===== src/rtl/counter_nb.sv =====
// Parametrised up/down/step counter with parallel load, registered wrap flag (RCO)
// and registered load acknowledge (LOAD); cascadable by wiring RCO to the next ENABLE.
module counter_nb #(
   parameter int          WIDTH = 4,
   parameter int unsigned STEP  = 3
) (
   input  logic             clk,
   input  logic             RESET,
   input  logic             ENABLE,
   input  logic [1:0]       MODO,
   input  logic [WIDTH-1:0] D,
   output logic [WIDTH-1:0] Q,
   output logic             RCO,
   output logic             LOAD
);

   typedef enum logic [1:0] {
      MODE_UP   = 2'b00,
      MODE_DOWN = 2'b01,
      MODE_STEP = 2'b10,
      MODE_LOAD = 2'b11
   } mode_e;

   if (WIDTH < 2 || WIDTH > 32) begin : g_bad_width
      $error("counter_nb: WIDTH must be in 2..32");
   end

   if (STEP < 1 || longint'(STEP) > ((longint'(1) << WIDTH) - 1)) begin : g_bad_step
      $error("counter_nb: STEP must be in 1..2^WIDTH-1");
   end

   logic [WIDTH:0]   sum;
   logic [WIDTH-1:0] next_q;
   logic             next_rco;
   logic             next_load;

   // Up modes add in WIDTH+1 bits so the top bit is the wrap flag.
   // NOTE: every combinational output gets a default first, so no path can infer a latch.
   always_comb begin
      sum       = '0;
      next_q    = Q;
      next_rco  = 1'b0;
      next_load = 1'b0;
      if (ENABLE) begin
         unique case (mode_e'(MODO))
            MODE_UP: begin
               sum      = {1'b0, Q} + (WIDTH+1)'(1);
               next_q   = sum[WIDTH-1:0];
               next_rco = sum[WIDTH];
            end
            MODE_DOWN: begin
               next_q   = Q - WIDTH'(1);
               next_rco = (Q == '0);
            end
            MODE_STEP: begin
               sum      = {1'b0, Q} + (WIDTH+1)'(STEP);
               next_q   = sum[WIDTH-1:0];
               next_rco = sum[WIDTH];
            end
            MODE_LOAD: begin
               next_q    = D;
               next_load = 1'b1;
            end
         endcase
      end
   end

   // NOTE: state registers use non-blocking assignments and the async reset clears
   // every output flop, so no pulse survives reset.
   always_ff @(posedge clk or negedge RESET) begin
      if (!RESET) begin
         Q    <= '0;
         RCO  <= 1'b0;
         LOAD <= 1'b0;
      end else begin
         Q    <= next_q;
         RCO  <= next_rco;
         LOAD <= next_load;
      end
   end

endmodule


===== config.mk =====
export PLATFORM = sky130hd
export DESIGN_NAME = counter_nb
export DESIGN_NICKNAME = d
export VERILOG_FILES = /design/src/rtl/counter_nb.sv
export SDC_FILE = /design/constraint.sdc
export NUM_CORES = 1
export LEC_CHECK = 0
export ABC_AREA = 1
export CORE_AREA = 4 4 41 43
export CTS_BUF_LIST = sky130_fd_sc_hd__clkbuf_4
export CTS_CLUSTER_DIAMETER = 120
export DETAILED_ROUTE_END_ITERATION = 6
export DIE_AREA = 0 0 45 47
export PLACE_DENSITY = 0.67
export SYNTH_ARGS = -nofsm -noshare
export SYNTH_HDL_FRONTEND = slang
export SYNTH_SLANG_ARGS = --single-unit
export TNS_END_PERCENT = 30

===== constraint.sdc =====
create_clock -name clk -period 2.3 [get_ports clk]
set_clock_uncertainty 0.15 [all_clocks]
set_input_delay 0.46 -clock clk [delete_from_list [all_inputs] [get_ports clk]]
set_output_delay 0.46 -clock clk [all_outputs]
set_load 0.02 [all_outputs]

==> flow_summary_export.csv <==
group,metric,value,unit
sta,maxSlewViolCount,0,
floorplan,core,1300,um2
logic_synthesis,synth.top_cell.area_share,30.2,%
global_route,grt_pass1_wl,1.76,mm
worst_setup_path,crit_arrival,1.44,ns
global_route,grt.overflow.total,0,
floorplan,pin_count,15,
worst_setup_path,critPathSlowestCell,"clkdlybuf4s50_1",
logic_synthesis,yosys.area.top_type,"dfrtp_1",
worst_setup_path,critPathMaxFanout,10,
floorplan,num_rows,13,
placement,place_ws,0.467,ns
global_route,grt_max_degree,11,
layout,fillers,139,
layout,n_antenna_cell,0,
logic_synthesis,synthCells,74,
clocking,cts_resized,0,
routing,antenna_left,0,
global_route,track_usage,11.7,%
logic_synthesis,yosys_register_bits,6,
routing,drtIter0Drc,8,
sta,period_minus_slack,2.05,ns
logic_synthesis,synth_nets,86,
logic_synthesis,synth.distinct_cells,20,
clocking,hold_buffers,0,
run_status,status,"finished clean",
power,finalPower,0.487,mW
worst_setup_path,max_stage_delay,0.67,ns
routing,wl_per_cell,9.94,um
worst_setup_path,r2r-start,"Q[0]",
sta,setup_viol,0,
run,maxCapViolations,0,
floorplan,die_area,2120,um2
global_route,grt_pass1_vias,433,
sta,clock.fmax,488,MHz
logic_synthesis,avgSynthCellArea,6.73,um2
clocking,cts_buffer_depth,2,
logic_synthesis,synth_edf_count,0,
logic_synthesis,synth.area.top_cells,"dfrtp_1, nand2_1, inv_1",
logic_synthesis,yosysSeqAreaShare,30.2,%
placement,port_buffers,14,
clocking,cts_sinks,6,
logic_synthesis,yosysMostFrequentCell,"nand2_1",
layout,areaGrowthSynthToFinish,34.2,%
routing,wl,1.04,mm
min_path,hold_path.class,"in -> async",
global_route,antenna_found_initial,0,
floorplan,die_x,45,um
routing,via_per_inst,4.59,
worst_setup_path,worstPathRequired,1.69,ns
logic_synthesis,synth_ff_type,"dfrtp_1",
sta,slew_headroom,77.6,%
worst_setup_path,crit_family,"buffers and inverters",
logic_synthesis,syn_area,498,um2
sta,fin_crit_sh,89.1,%
sta,worst_pin_slew,0.335,ns
sta,setup_slack,0.250,ns
layout,regArea,150,um2
floorplan,chipHeight,47,um
clocking,clk_pin_slew_worst_paths,0.04,ns
clocking,cts_tree,"done",
power,ir_drop,324,uV
power,pwr_density_cell,728,nW/um2
placement,hpwlAfterDp,858,um
logic_synthesis,ys_top_cells_by_count,"nand2_1, inv_1, dfrtp_1, nor2_1, nand3_1",
worst_setup_path,path_cells,"clkdlybuf4s50_1",
layout,multiInputGateArea,284,um2
worst_setup_path,startpoint,"Q[2]",
logic_synthesis,yosysWarnings,0,
floorplan,initial_utilization,38.3,%
worst_setup_path,critPathLaunchType,"flop",
sta,setup_tns,0,ns
placement,place_congestion,0.833,
layout,num-nets-final,104,
worst_setup_path,path_class,"reg -> out",
sta,hold_viol_final,0,
clocking,post_cts_buffers,0,
worst_setup_path,crit_path_end_kind,"primary output",
layout,layout-drive-gt1-share,10.0,%
clocking,cts_inserted_buffers,3,
worst_setup_path,worst-path-buf-inv,1,
clocking,clkLatencyLatePin,0.24,ns
routing,vias,482,
power,leakagePower,0.340,nW
sta,rsz0062_at_grt,"no",
logic_synthesis,async_flop_share,100,%
clocking,htreeDepth,1,
routing,first_pass_iters,2,
clocking,cts_root_buffer,"clkbuf_4",
routing,remaining_drc_errors,0,
where the power goes:
group / switching (mW) / internal (mW) / leakage (nW)
clock network: 0.0343 / 0.0588 / 0.0138
registers: 0.0368 / 0.126 / 0.0732
logic: 0.123 / 0.108 / 0.253
metrics by stage:
step | util, % | cell area [um2] | instances | hold slack [ns]
CTS | 51.3 | 668 | 105 | 0.312
floorplan | - | 498 | 74 | 0.0144
finish | 51.3 | 668 | 105 | 0.313
global route | 51.3 | 668 | 105 | 0.318
global placement | 49.6 | 646 | 102 | 0.454
detailed placement | 49.6 | 646 | 102 | 0.463
registers in the layout, summed over array words and instances (netlist names):
signal and count:
Q 4, RCO 1, LOAD 1
cell families (layout without fill, tap and decap cells):
family,Yosys count,count (layout),share of synthesized area [%]
fa+ha+maj,3,3,7.54
simple gates,39,39,34.9
compound gates,9,9,11.1
buf+inv,15,31,12.8
xor+xnor,2,2,3.52
flops,6,6,30.1
placed cells by master (no fill, tap or decap), types with 3 or more instances in the layout:
cell             instances
dfrtp_1                  6
clkbuf_4                 3
clkdlybuf4s50_1         14
ha_1                     3
nand2_1                 20
nand3_1                  5
nor2_1                   6
o21ai_1                  3
inv_1                   13
area by class of cell:
| class | count | share of cell area, % |
|---|---|---|
| Multi-Input combinational cell | 53 | 42.5 |
| Sequential cell | 6 | 22.5 |
| Timing Repair Buffer | 14 | 21.0 |
| Inverter | 14 | 7.87 |
| Clock buffer | 3 | 3.37 |
| Tap cell | 15 | 2.81 |
final timing paths:
path | depth (start not counted) | endpoint | slack (ns)
min | 1 | Q[0] | 0.31
max reg2reg | 7 | Q[2] | 0.80
max | 1 | Q[2] | 0.25
min in group clk | 1 | Q[0] | 0.46
max in group asynchronous | 1 | LOAD | 1.47
min reg2reg | 1 | Q[0] | 0.46
per-layer routing:
| metal | vias up | track usage (%) | part of all wire (%) |
|---|---|---|---|
| met1 | 206 | 15.0 | 47 |
| met3 | 0 | 6.51 | 8.0 |
| met2 | 12 | 16.7 | 45 |
| met5 | - | 0 | 0 |
| li1 | 264 | - | - |
| met4 | 0 | 3.51 | 0 |
No activity file was read; power rests on OpenSTA's default activity.
